$ cat src/rtl/ps2_key_if.sv
// ps2_key_if: PS/2 pin inputs and decoded key/direction outputs of the keyboard decoder
interface ps2_key_if;
  logic       PS2Clk;
  logic       PS2Data;
  logic       key_valid;
  logic [7:0] key_code;
  logic       key_ext;
  logic       key_break;
  logic       dir_valid;
  logic [1:0] dir;
  logic       frame_err;
  modport master (
    input  PS2Clk, PS2Data,
    output key_valid, key_code, key_ext, key_break, dir_valid, dir, frame_err
  );
  modport slave (
    output PS2Clk, PS2Data,
    input  key_valid, key_code, key_ext, key_break, dir_valid, dir, frame_err
  );
endinterface

$ cat src/rtl/ps2_key_decoder.sv
// ps2_key_decoder: PS/2 frame receiver with E0/F0 prefix tracking and arrow-key direction decode
// Define PS2_PARITY_CHECK_EN to reject frames with bad (even) parity.
module ps2_key_decoder #(
  parameter int TIMEOUT_CYCLES = 200000
) (
  input logic       clk,
  input logic       rst,
  ps2_key_if.master bus
);
`ifdef PS2_PARITY_CHECK_EN
  localparam bit PAR_EN = 1'b1;
`else
  localparam bit PAR_EN = 1'b0;
`endif
  localparam int TW = $clog2(TIMEOUT_CYCLES + 1);
  localparam logic [TW-1:0] TMO_LAST = TW'(TIMEOUT_CYCLES - 1);
  typedef enum logic [1:0] {IDLE, DATA, PARITY, STOP} state_t;
  state_t        st;
  logic [1:0]    c_s, d_s;
  logic          c_q;
  logic [2:0]    bcnt;
  logic [7:0]    sr;
  logic          par_ok, ext_p, brk_p;
  logic [TW-1:0] tmo;
  logic          fall, d, arrow;
  logic [1:0]    dir_n;
  assign fall = c_q & ~c_s[1];
  assign d    = d_s[1];
  always_comb begin
    arrow = ext_p & ~brk_p & (sr == 8'h75 || sr == 8'h72 || sr == 8'h6B || sr == 8'h74);
    dir_n = sr == 8'h75 ? 2'd0 : sr == 8'h72 ? 2'd1 : sr == 8'h6B ? 2'd2 : 2'd3;
  end
  always_ff @(posedge clk or posedge rst) begin
    if (rst) begin
      c_s           <= 2'b11;
      d_s           <= 2'b11;
      c_q           <= 1'b1;
      st            <= IDLE;
      bcnt          <= '0;
      sr            <= '0;
      par_ok        <= 1'b0;
      ext_p         <= 1'b0;
      brk_p         <= 1'b0;
      tmo           <= '0;
      bus.key_valid <= 1'b0;
      bus.key_code  <= '0;
      bus.key_ext   <= 1'b0;
      bus.key_break <= 1'b0;
      bus.dir_valid <= 1'b0;
      bus.dir       <= 2'd3;
      bus.frame_err <= 1'b0;
    end else begin
      c_s           <= {c_s[0], bus.PS2Clk};
      d_s           <= {d_s[0], bus.PS2Data};
      c_q           <= c_s[1];
      bus.key_valid <= 1'b0;
      bus.dir_valid <= 1'b0;
      bus.frame_err <= 1'b0;
      if (fall) begin
        tmo <= '0;
        case (st)
          IDLE: if (!d) begin
            st   <= DATA;
            bcnt <= '0;
          end
          DATA: begin
            sr   <= {d, sr[7:1]};
            bcnt <= bcnt + 3'd1;
            if (bcnt == 3'd7) st <= PARITY;
          end
          PARITY: begin
            par_ok <= (^{sr, d}) | ~PAR_EN;
            st     <= STOP;
          end
          STOP: begin
            st <= IDLE;
            if (d && par_ok) begin
              if (sr == 8'hE0) ext_p <= 1'b1;
              else if (sr == 8'hF0) brk_p <= 1'b1;
              else begin
                bus.key_valid <= 1'b1;
                bus.key_code  <= sr;
                bus.key_ext   <= ext_p;
                bus.key_break <= brk_p;
                ext_p         <= 1'b0;
                brk_p         <= 1'b0;
                if (arrow) begin
                  bus.dir_valid <= 1'b1;
                  bus.dir       <= dir_n;
                end
              end
            end else bus.frame_err <= 1'b1;
          end
          default: st <= IDLE;
        endcase
      end else if (st != IDLE) begin
        // A stalled keyboard clock abandons the frame and any half-built prefix
        if (tmo == TMO_LAST) begin
          st            <= IDLE;
          ext_p         <= 1'b0;
          brk_p         <= 1'b0;
          tmo           <= '0;
          bus.frame_err <= 1'b1;
        end else tmo <= tmo + 1'b1;
      end
    end
  end
endmodule

$ cat src/flat_wrapper.sv
// flat-port wrapper written by rule: the top's interface ports become plain ports
module ps2_key_decoder_flat 
#(
  parameter int TIMEOUT_CYCLES = 200000
)
  (clk, rst, bus_PS2Clk, bus_PS2Data, bus_key_valid, bus_key_code, bus_key_ext, bus_key_break, bus_dir_valid, bus_dir, bus_frame_err);
  ps2_key_if bus_i ();
  input logic clk;
  input logic rst;
  input wire logic [$bits(bus_i.PS2Clk)-1:0] bus_PS2Clk;
  input wire logic [$bits(bus_i.PS2Data)-1:0] bus_PS2Data;
  output wire logic [$bits(bus_i.key_valid)-1:0] bus_key_valid;
  output wire logic [$bits(bus_i.key_code)-1:0] bus_key_code;
  output wire logic [$bits(bus_i.key_ext)-1:0] bus_key_ext;
  output wire logic [$bits(bus_i.key_break)-1:0] bus_key_break;
  output wire logic [$bits(bus_i.dir_valid)-1:0] bus_dir_valid;
  output wire logic [$bits(bus_i.dir)-1:0] bus_dir;
  output wire logic [$bits(bus_i.frame_err)-1:0] bus_frame_err;
  assign bus_i.PS2Clk = bus_PS2Clk;
  assign bus_i.PS2Data = bus_PS2Data;
  assign bus_key_valid = bus_i.key_valid;
  assign bus_key_code = bus_i.key_code;
  assign bus_key_ext = bus_i.key_ext;
  assign bus_key_break = bus_i.key_break;
  assign bus_dir_valid = bus_i.dir_valid;
  assign bus_dir = bus_i.dir;
  assign bus_frame_err = bus_i.frame_err;
  ps2_key_decoder #(.TIMEOUT_CYCLES(TIMEOUT_CYCLES)) u_core (.clk(clk), .rst(rst), .bus(bus_i));
endmodule
$ cat config.mk
export PLATFORM = sky130hd
export DESIGN_NAME = ps2_key_decoder_flat
export DESIGN_NICKNAME = d
export VERILOG_FILES = /design/src/rtl/ps2_key_if.sv /design/src/rtl/ps2_key_decoder.sv /design/src/flat_wrapper.sv
export SDC_FILE = /design/constraint.sdc
export NUM_CORES = 1
export LEC_CHECK = 0
export BUFFER_PORTS_ARGS = -buffer_cell sky130_fd_sc_hd__buf_4
export CELL_PAD_IN_SITES_DETAIL_PLACEMENT = 1
export CELL_PAD_IN_SITES_GLOBAL_PLACEMENT = 1
export CORE_MARGIN = 1
export CORE_UTILIZATION = 42
export CTS_CLUSTER_SIZE = 24
export DETAILED_ROUTE_END_ITERATION = 6
export GPL_TIMING_DRIVEN = 0
export PLACE_DENSITY_LB_ADDON = 0.08
export SETUP_SLACK_MARGIN = 0.3
export SYNTH_ARGS = -nofsm -noshare
export SYNTH_HDL_FRONTEND = slang
export SYNTH_SLANG_ARGS = --single-unit
$ cat constraint.sdc
create_clock -name clk -period 1.64 [get_ports clk]
set_input_delay 0.082 -clock clk [delete_from_list [all_inputs] [get_ports clk]]
set_output_delay 0.082 -clock clk [all_outputs]
set_load 0.05 [all_outputs]
### Word-level counts from Yosys, hierarchy flattened

Cells that the tools add are included.

| word-level totals | value |
|---|---|
| input bits | 4 |
| register bits | 54 |
| memories | 0 |
| RAM bits | 0 |
| output and inout bits | 15 |
| word-level logic and storage cells | 103 |
| latch bits | 0 |
| bits in read-only memories | 0 |

| cells by class | value |
|---|---|
| shifts and indexed selects | 0 |
| reduce and logical (&&, ||, !) cells | 17 |
| magnitude comparators | 0 |
| $mul | 0 |
| $add $sub $neg | 2 |
| multiplexer cells | 42 |
| bitwise gates (word level) | 7 |
| equal/unequal tests | 18 |
| div/mod/pow operators | 0 |

Operators by type and width:

| kind | count |
|---|---|
| two-way mux 18 bit | 3 |
| == test 8 x 7 -> 1 bit (second input constant) | 4 |
| two-way mux 1 bit | 29 |
| adder 18 x 1 -> 18 bit (second input constant) | 1 |
| == test 18 bit (second input constant) | 1 |
| == test 8 bit (second input constant) | 2 |
| AND reduction 5 bit | 3 |
| two-way mux 2 bit | 7 |
| inequality test 3 bit (second input constant) | 3 |
| inequality test 2 bit (second input constant) | 4 |
| case mux 2 bit (4 select lines) | 1 |
| nonzero test 2 bit | 4 |
| case mux 3 bit (2 select lines) | 1 |
| AND reduction 6 bit | 1 |
| == test 2 bit (second input constant) | 2 |
| NOT 1 bit | 4 |
| AND reduction 2 bit | 2 |
| AND reduction 4 bit | 1 |
| adder 3 x 1 -> 3 bit (second input constant) | 1 |
| AND 1 bit | 3 |
| == test 3 bit (second input constant) | 1 |
| logical OR 1 bit | 3 |
| two-way mux 3 bit | 1 |
| AND reduction 3 bit | 1 |
| 3 further kinds | 3 |

### Longest topological paths before layout

Gate-level depths: netlist (run 1).

| logic depth | value |
|---|---|
| depth after elaboration | 11 |
| mapped depth | 7 |
| mapped depth without buffers | 6 |

### Least setup slack after synthesis (run 1)

OpenSTA, ideal clock, no wires.

| timing path | value |
|---|---|
| kind | flip-flop to flip-flop |
| start point | register u_core.c_q |
| end point | register u_core.tmo[14] |
| setup time | 73 ps |
| slack | -77 ps |
| period minus slack after synthesis | 1717 ps |
| stages on the path, launching flop included | 6 |
| required time | 1567 ps |
| arrival | 1644 ps |
| cells stage by stage | dfstp_2 > nand2b_1 > buf_4 > a2111o_1 > or3_1 > a21oi_2 |

| on the way | value |
|---|---|
| longest elaborated chain between the ends | 2 |
| elaborated cells on any way between the ends | 3 |

RTL lines:

| item | line | text |
|---|---|---|
| from (decl) | ps2_key_decoder.sv:20 | `logic c_q;` |
| from (signal assigned) | ps2_key_decoder.sv:55 | `c_q <= c_s[1];` |
| AND 1 bit * | ps2_key_decoder.sv:27 | `assign fall = c_q & ~c_s[1];` |
| two-way mux 18 bit or nonzero test 2 bit (tied branches) | - |  |
| to (signal assigned) | ps2_key_decoder.sv:104 | `end else tmo <= tmo + 1'b1;` |
| to (decl) | ps2_key_decoder.sv:24 | `logic [TW-1:0] tmo;` |

Mark *: on every way between the ends. The rest lies on a longest branch, timed or not.
A chain may end at the register's enable or synchronous reset.

### Worst setup path after layout (run 1)

| timing path | value |
|---|---|
| start point | register u_core.tmo[12] |
| end point | register u_core.tmo[15] |

| on the way | value |
|---|---|
| longest elaborated chain between the ends | 4 |
| elaborated cells on any way between the ends | 5 |

RTL lines:

| item | line | text |
|---|---|---|
| adder 18 x 1 -> 18 bit or == test 18 bit (tied branches) | ps2_key_decoder.sv:104, ps2_key_decoder.sv:98 |  |
| two-way mux 18 bit * | ps2_key_decoder.sv:98 | `if (tmo == TMO_LAST) begin` |
| two-way mux 18 bit * | ps2_key_decoder.sv:96 | `end else if (st != IDLE) begin` |
| two-way mux 18 bit * | ps2_key_decoder.sv:59 | `if (fall) begin` |

Mark *: on every way between the ends. The rest lies on a longest branch, timed or not. The select of a mux whose other input is x is not followed.

==> results of run 1 <==
==> synthesized netlist by cell type, types with 5 or more instances <==
cell      instances
nor3_1            5
a21oi_1          11
o31ai_1           6
ha_1              7
dfrtp_1          47
nor2_1           14
nand2b_1          8
nand3_1           6
mux2_2           17
nand2_1          21
o21ai_0          17
dfstp_2           7
inv_1             9
clkbuf_1          5
xor2_1            5
==> timing repair <==
action | CTS | global route
setup endpoints to repair | 48 | 48
gates cloned | 1 | 0
hold buffers | 2 | 0
resized for setup | 37 | 27
endpoints found under the hold margin | 2 | 0
setup buffers | 21 | 17
pin swaps | 9 | 7
==> layout by cell type (no fill, tap or decap), types with 4 or more instances in the layout <==
cell / synthesis / final
clkbuf_8: 0 / 6
buf_6: 1 / 10
a21oi_1: 11 / 5
xor2_1: 5 / 5
o21ai_1: 0 / 6
dfstp_2: 7 / 7
nand2_1: 21 / 18
inv_1: 9 / 6
o21ai_0: 17 / 10
nand2b_1: 8 / 7
mux2_2: 17 / 13
mux2_4: 0 / 4
nor2_1: 14 / 12
buf_4: 1 / 49
dfrtp_2: 0 / 5
a21oi_2: 1 / 7
dfrtp_1: 47 / 42
==> flip-flops by register name, summed over array words and instances (netlist names) <==
signal / flops
u_core.tmo: 18
u_core.bus.key_code: 8
u_core.sr: 8
u_core.bcnt: 3
u_core.bus.dir: 2
u_core.c_s: 2
u_core.d_s: 2
u_core.st: 2
u_core.brk_p: 1
u_core.bus.dir_valid: 1
u_core.bus.frame_err: 1
u_core.bus.key_break: 1
u_core.bus.key_ext: 1
u_core.bus.key_valid: 1
u_core.c_q: 1
u_core.ext_p: 1
u_core.par_ok: 1
==> layout make-up <==
class / instances / area [um2]
repair buffers: 59 / 499
clock inverters: 3 / 43.8
plain buffers: 8 / 100
inverters: 10 / 46.3
clock buffers: 5 / 68.8
multi-input cells: 176 / 1590
fillers: 623 / 2220
flip-flops and latches: 54 / 1370
well taps: 75 / 93.8
==> through the flow <==
step / hold WS (ps) / setup TNS [ps]
after floorplan: 86.5 / -31.9
after global placement: 191 / -1990
after detailed placement: 192 / -2320
after CTS: 102 / -1600
after global routing: 130 / -2880
final: 47.7 / -1490
==> power by group through the flow <==
stage	Sequential (mW)	Combinational (mW)	Clock (mW)
after floorplan	2.11	1.01	0
after global placement	1.94	1.58	0
after detailed placement	1.97	1.62	0
after CTS	1.94	1.93	0.950
after global routing	2.00	2.31	1.01
final	1.97	2.15	0.949
==> worst reg2reg max path: stages (launching register included) <==
cell	delay (ps)
dfrtp_1	480
nand4_1	250
or4_4	520
o31ai_1	270
o21ai_0	180
==> metal layers <==
layer / vias to the layer above / track usage / share of wire
met4: 0 / 0.0667 / 0.016
li1: 1036 / - / -
met2: 35 / 0.417 / 0.52
met3: 12 / 0.0411 / 0.021
met5: - / 0 / 0
met1: 1201 / 0.294 / 0.44
==> kinds of logic (layout without fill, tap and decap cells) <==
| family | count (synthesis) | after routing |
|---|---|---|
| simple gates | 85 | 85 |
| compound gates | 58 | 58 |
| flops | 54 | 54 |
| mux | 19 | 19 |
| buf+inv | 18 | 85 |
| fa+ha+maj | 7 | 7 |
| xor+xnor | 7 | 7 |
==> how the worst min path moves through the flow <==
stage	startpoint	endpoint	slack [ps]
floorplan	bus_PS2Clk	u_core.c_s[0]	90
global placement	bus_PS2Clk	u_core.c_s[0]	190
detailed placement	bus_PS2Clk	u_core.c_s[0]	190
CTS	rst	u_core.bus.key_code[4]	100
global route	rst	u_core.bus.key_code[4]	130
finish	rst	u_core.bus.key_code[0]	50
==> impl_metrics.tcl, run 1 <==
set metrics [dict create \
    status "finished, violations left" \
    violations "setup timing" \
    drtAntennaViolNets 0 \
    synthSimpleGateAreaFrac 0.180 \
    seqPwrFrac 0.388 \
    rows 28 \
    maxCapViolCount 0 \
    synth_top_area_frac 0.439 \
    num_io_pins 19 \
    path_depth 4 \
    critPathCapture "u_core.tmo[15]" \
    syn_to_final_growth_pct 42.0 \
    start_util 0.445 \
    port_buffers 18 \
    wl_mm 8.02 \
    clockBufferDepth 2 \
    htreeDepth 2 \
    pre_cts_ws_ps -196 \
    drtPass1Iterations 4 \
    critPathMaxStageDelay_ps 520 \
    setup_ws_ps -213 \
    syn_area_um2 2680 \
    synth_flop_cell "dfrtp_1" \
    finalCritPeriodShare 1.13 \
    nets 325 \
    maxSlewViolCount 0 \
    end_kind "register" \
    rr_endpoint "u_core.tmo[15]" \
    grt_pass1_wl_mm 11.8 \
    cts_tree "yes" \
    finalSetupViolCount 20 \
    num_vias 2284 \
    yosysTopAreaCell "dfrtp_1" \
    worst_pin_slew_ps 1180 \
    path_delay_family "simple AND/OR/NAND/NOR gates" \
    placed_cells 341 \
    switching_share 0.396 \
    crit_path_cell_trace "nand4_1 > or4_4 > o31ai_1 > o21ai_0" \
    p_per_area_nw_per_um2 1330 \
    hold_viol_final 0 \
    cts_buffers 5 \
    synth_edf_count 0 \
    grt_setup_unrepaired "true" \
    startpoint "u_core.tmo[12]" \
    clockRootBuffer "clkbuf_8" \
    power_frac_comb 0.425 \
    fin_cells 390 \
    worstReg2RegStart "u_core.tmo[12]" \
    fp.dieW_um 81.9 \
    globalRouteTotalUtil 0.236 \
    synth_area_leaders "dfrtp_1, mux2_2, dfstp_2" \
    reg2regPathDepth 4 \
    finClkSkew_ps 9.68 \
    async_reset_ff_frac 1.00 \
    ys_seq_area_frac 0.507 \
    holdCritPathClass "in -> async" \
    grt_pass1_vias 2296 \
    die_h_um 81.9 \
    placed_area_um2 3100 \
    clock.fmax_mhz 540 \
    synth_compound_area_frac 0.148 \
    critical_path_class "reg -> reg" \
    syn_nets 259 \
    clock_latency_ps 310 \
    grt_max_degree 55 \
    syn_inst 248 \
    rrSetupSlack_ps -210 \
    synth_top_family_by_area "simple AND/OR/NAND/NOR gates" \
    p_leak_nw 1.59 \
    slowest_stage "or4_4" \
    gp_congestion 0.819 \
    arrival_ps 2020 \
    dp_hpwl_mm 4.41 \
    core-area_um2 6030 \
    switchingPower_mw 2.01 \
    vias_per_cell 5.86 \
    muxShareOfSynthArea 0.0789 \
    critPathRequiredTime_ps 1800 \
    worst_setup_path_start_kind "register" \
    clk_pin_slew_worst_paths_ps 110 \
    final_layout_size_suffix_gt1_frac 0.498 \
    power.total_mw 5.07 \
    synth_seq_cells 54 \
    slew_headroom 0.212 \
    antenna_cells 0 \
    p_clk_frac 0.187 \
    grt_overflow_total 0 \
    syn_avg_cell_area_um2 10.8 \
    post-route-util 0.632 \
    synthAdderAreaFrac 0.0327 \
    initialDrtViolationCount 150 \
    wl_per_cell_um 20.6 \
    synth_warnings 0 \
    final_area_um2 3810 \
    p_int_mw 3.06 \
    drc 0 \
    critPathMaxFanout 5 \
    cp.buffers_inverters 0 \
    die-area_um2 6700 \
    yosys.area_share.xor_xnor 0.0229 \
    vdd_ir_drop_max_mv 0.823 \
    cts_sinks 54 \
    period_minus_slack_ps 1850 \
    antenna_found_initial 0 \
    synthDistinctLibCells 55 \
]
No activity file was read; power rests on OpenSTA's default activity.
==> run 2, diff against run 1 <==
==> constraint.sdc (replaced) <==
create_clock -name clk -period 2 [get_ports clk]
set_input_delay 0.1 -clock clk [delete_from_list [all_inputs] [get_ports clk]]
set_output_delay 0.1 -clock clk [all_outputs]
set_load 0.05 [all_outputs]
==> impl_metrics.tcl, run 2 (synthesis gave the netlist of run 1 again) <==
set metrics [dict create \
    maxSlewViolCount 0 \
    clock_latency_ps 310 \
    layout_commonest_cell "dfrtp_1" \
    largest_register "u_core.tmo" \
    holdWs_ps 305 \
    setup_tns_ps 0 \
    final_layout_size_suffix_gt1_frac 0.428 \
    drc 0 \
    num_io_pins 19 \
    die-area_um2 6700 \
    holdCritPathClass "in -> async" \
    vias_per_cell 5.59 \
    worst_setup_path_start_kind "register" \
    initialDrtViolationCount 71 \
    drtAntennaViolNets 0 \
    period_minus_slack_ps 1740 \
    critPathRequiredTime_ps 2240 \
    finClkSkew_ps 9.84 \
    drtPass1Iterations 4 \
    clk_pin_slew_worst_paths_ps 90 \
    finalCritPeriodShare 0.868 \
    reg.largest.list "u_core.tmo (18), u_core.bus.key_code (8), u_core.sr (8)" \
    cts_buffers 5 \
    grt.busiest_layer "met2" \
    layout_common_cells "dfrtp_1, buf_4, nand2_1" \
    cts_tree "yes" \
    wl_per_cell_um 17.1 \
    worst_pin_slew_ps 408 \
    hold_viol_final 0 \
    port_buffers 18 \
    power.total_mw 3.75 \
    final_area_um2 3480 \
    syn_to_final_growth_pct 29.7 \
    die_h_um 81.9 \
    htreeDepth 2 \
    use_met2 0.369 \
    core-area_um2 6030 \
    clockRootBuffer "clkbuf_8" \
    grt_max_degree 42 \
    grt_pass1_vias 2150 \
    status "finished clean" \
    clock.fmax_mhz 576 \
    critical_path_class "reg -> reg" \
    nets 307 \
    slew_headroom 0.726 \
    met1_usage 0.278 \
    largest_reg_flops 18 \
    fp.dieW_um 81.9 \
    gp_congestion 0.782 \
    grt_overflow_total 0 \
    globalRouteTotalUtil 0.214 \
    critPathMaxFanout 6 \
    dp_hpwl_mm 4.22 \
    antenna_cells 0 \
    placed_area_um2 2930 \
    start_util 0.445 \
    grt_pass1_wl_mm 10.8 \
    end_kind "register" \
    cts_sinks 54 \
    arrival_ps 1980 \
    grtUsageMet3 0.0333 \
    p_per_area_nw_per_um2 1080 \
    grt_setup_unrepaired "true" \
    num_vias 2078 \
    clockBufferDepth 2 \
    antenna_found_initial 0 \
    maxCapViolCount 0 \
    wl_mm 6.35 \
    p_leak_nw 1.45 \
    rows 28 \
    vdd_ir_drop_max_mv 0.549 \
    finalSetupViolCount 0 \
]
-- run 2: cell types whose count changed in the layout (fill, tap and decap cells not counted), sizes merged --
cell / delta
clkbuf: +1
clkinv: -1
buf: -19
dlygate4sd3: +1
-- run 2: per-layer routing --
layer  routed length (um)  part of all wire
met5                    0                 0
met4                   44            0.0069
met3                  135             0.021
met2                 3240              0.51
met1                 2930              0.46
-- run 2: cell type report --
cell class,count,area (um2)
buffer,8,68.8
clock buffer,6,72.6
clock inverter,2,37.5
fill,647,2550
inverter,10,45.0
multi-input combinational,176,1460
sequential,54,1370
tap,75,93.8
timing repair buffer,41,328
-- run 2: worst paths after layout --
| check | from | endpoint | slack, ps | cells after the start |
|---|---|---|---|---|
| worst max-delay path | u_core.c_q | u_core.tmo[14] | 260 | 5 |
| worst min-delay path | rst | u_core.tmo[2] | 300 | 3 |
| worst max register to register | u_core.c_q | u_core.tmo[14] | 260 | 5 |
| worst min register to register | u_core.c_s[0] | u_core.c_s[1] | 360 | 0 |
| max in group asynchronous | rst | u_core.d_s[1] | 1120 | 4 |
| min in group clk | u_core.c_s[0] | u_core.c_s[1] | 360 | 0 |
-- run 2: critical path, stage by stage, from the launching register on --
cell	delay [ps]
dfstp_2	540
nand2b_1	60
buf_6	140
a2111o_1	420
or3_1	400
a21oi_2	110
-- run 2: repair_timing --
| item | 4_1_cts | 5_1_grt |
|---|---|---|
| gates resized for setup | 34 | 40 |
| hold buffers | 3 | 0 |
| pin swaps | 12 | 7 |
| buffers inserted | 12 | 7 |
| endpoints found under the hold margin | 15 | 0 |
| setup endpoints to repair | 43 | 33 |
| gates cloned | 0 | 0 |
-- run 2: report_power, final --
group,internal (mW),switching [mW]
logic,0.629,0.806
clock network,0.374,0.367
registers,1.33,0.247
total,2.33,1.42
-- run 2: per-stage QoR --
stage | util | worst slack [ps] | std cells
global route | 0.577 | 181 | 372
floorplan | - | 304 | 248
CTS | 0.548 | 259 | 365
global placement | 0.483 | -174 | 341
finish | 0.577 | 263 | 372
detailed placement | 0.486 | -34.2 | 342
==> run 3, diff against run 2 <==
--- a/config.mk
+++ b/config.mk
@@ -14,7 +14,7 @@
 export DETAILED_ROUTE_END_ITERATION = 6
 export GPL_TIMING_DRIVEN = 0
 export PLACE_DENSITY_LB_ADDON = 0.08
-export SETUP_SLACK_MARGIN = 0.3
+export SETUP_SLACK_MARGIN = 0.1
 export SYNTH_ARGS = -nofsm -noshare
 export SYNTH_HDL_FRONTEND = slang
 export SYNTH_SLANG_ARGS = --single-unit
==> constraint.sdc (replaced) <==
create_clock -name clk -period 2 [get_ports clk]
set_input_delay 0.1 -clock clk [delete_from_list [all_inputs] [get_ports clk]]
set_output_delay 0.1 -clock clk [all_outputs]
set_load 0.005 [all_outputs]
==> impl_metrics.tcl, run 3 (synthesis gave the netlist of run 1 again) <==
set metrics [dict create \
    port_buffers 18 \
    drtPass1Iterations 4 \
    antenna_cells 0 \
    drc 0 \
    syn_to_final_growth_pct 16.9 \
    cts_sinks 54 \
    critPathMaxStageDelay_ps 500 \
    end_kind "register" \
    slowest_stage "a2111o_1" \
    reg.largest.list "u_core.tmo (18), u_core.bus.key_code (8), u_core.sr (8)" \
    grt_setup_unrepaired "true" \
    worst_setup_path_start_kind "register" \
    num_io_pins 19 \
    cts_buffers 5 \
    critical_path_class "reg -> reg" \
    clock_latency_ps 310 \
    clockBufferDepth 2 \
    htreeDepth 2 \
    num_vias 2027 \
    layout_commonest_cell "dfrtp_1" \
    p_leak_nw 1.33 \
    gp_congestion 0.774 \
    p_per_area_nw_per_um2 1040 \
    nets 289 \
    grt_pass1_vias 2064 \
    grt_max_degree 43 \
    period_minus_slack_ps 1830 \
    globalRouteTotalUtil 0.205 \
    grt_overflow_total 0 \
    finalCritPeriodShare 0.913 \
    rows 28 \
    die-area_um2 6700 \
    vias_per_cell 5.73 \
    holdCritPathClass "in -> async" \
    antenna_found_initial 0 \
    vdd_ir_drop_max_mv 0.461 \
    initialDrtViolationCount 89 \
    layout_common_cells "dfrtp_1, nand2_1, buf_4" \
    crit_path_cell_trace "inv_1 > ha_2 > a2111o_1 > or3_1 > a21oi_2" \
    p_clk_frac 0.196 \
    cts_tree "yes" \
    final_layout_size_suffix_gt1_frac 0.297 \
    clk_pin_slew_worst_paths_ps 100 \
    wl_mm 6.03 \
    nFillCells 671 \
    maxCapViolCount 0 \
    largest_register "u_core.tmo" \
    seqPwrFrac 0.489 \
    worst_pin_slew_ps 663 \
    clockRootBuffer "clkbuf_8" \
    post-route-util 0.520 \
    finalSetupViolCount 0 \
    status "finished clean" \
    dp_hpwl_mm 4.32 \
    drtAntennaViolNets 0 \
    die_h_um 81.9 \
    core-area_um2 6030 \
    grt_pass1_wl_mm 10.3 \
    slew_headroom 0.554 \
    start_util 0.445 \
    p_int_mw 2.10 \
    critPathRequiredTime_ps 2240 \
    wl_per_cell_um 17.0 \
    critPathMaxFanout 6 \
    maxSlewViolCount 0 \
    fp.dieW_um 81.9 \
    power_frac_comb 0.314 \
    finClkSkew_ps 10.1 \
    arrival_ps 2060 \
    fin_cells 354 \
    switchingPower_mw 1.14 \
    largest_reg_flops 18 \
    switching_share 0.352 \
    clock.fmax_mhz 548 \
    placed_cells 342 \
    hold_viol_final 0 \
]
## run 3: cell types whose count changed in the layout (fill, tap and decap cells not counted), sizes merged
cell      before  now
bufinv         1    0
clkinvlp       1    0
buf           44   24
clkinv         0    1
clkbuf         8   11
## run 3: per-stage QoR
step | worst slack [ps] | cell area [um2] | power [mW] | setup TNS (ps) | hold slack (ps)
6_report | 175 | 3130 | 3.24 | 0 | 301
5_1_grt | 98.9 | 3130 | 3.50 | 0 | 332
4_1_cts | 102 | 3070 | 3.25 | 0 | 302
3_5_place_dp | 19.0 | 2930 | 2.59 | 0 | 74.8
3_3_place_gp | -127 | 2910 | 2.54 | -5790 | 209
2_1_floorplan | 283 | 2680 | 2.23 | 0 | 104
## run 3: routing by layer
metal  share of wire  global-route usage
met2            0.49               0.350
met4           0.014              0.0579
met1            0.47               0.266
met5               0                   0
met3           0.022              0.0333
## run 3: final timing paths
path / slack [ps] / end / from / cells after the start
max: 170 / u_core.tmo[14] / u_core.st[1] / 5
min in group clk: 360 / u_core.c_s[1] / u_core.c_s[0] / 0
min: 300 / u_core.tmo[2] / rst / 3
max in group asynchronous: 1120 / u_core.d_s[1] / rst / 4
max reg2reg: 170 / u_core.tmo[14] / u_core.st[1] / 5
min reg2reg: 360 / u_core.c_s[1] / u_core.c_s[0] / 0
## run 3: area by class of cell
class / instances / area, um2 / share of cell area
clock buffer: 7 / 86.3 / 0.0275
multi-input combinational: 176 / 1300 / 0.415
timing repair buffer: 24 / 200 / 0.0639
sequential: 54 / 1360 / 0.434
clock inverter: 1 / 5.00 / 0.00160
inverter: 10 / 40.0 / 0.0128
tap: 75 / 93.8 / 0.0299
buffer: 7 / 47.5 / 0.0152
## run 3: worst max-delay path: cells and delay by family, from the launching register on
family / cells / cell delay [ps]
simple gates: 1 / 390
flops: 1 / 410
compound gates: 2 / 640
fa+ha+maj: 1 / 230
buf+inv: 1 / 90
## run 3: power by group through the flow
| stage | registers, mW | logic (mW) | clock network, mW |
|---|---|---|---|
| 2_1_floorplan | 1.53 | 0.705 | 0 |
| 3_3_place_gp | 1.58 | 0.956 | 0 |
| 3_5_place_dp | 1.60 | 0.992 | 0 |
| 4_1_cts | 1.59 | 0.997 | 0.664 |
| 5_1_grt | 1.64 | 1.16 | 0.703 |
| 6_report | 1.59 | 1.02 | 0.637 |
## run 3: timing repair
item,in CTS,in global routing
gates resized for setup,7,15
endpoints found under the setup margin,23,32
pin swaps,2,3
hold buffers,3,0
endpoints found under the hold margin,14,0
buffers inserted,0,2
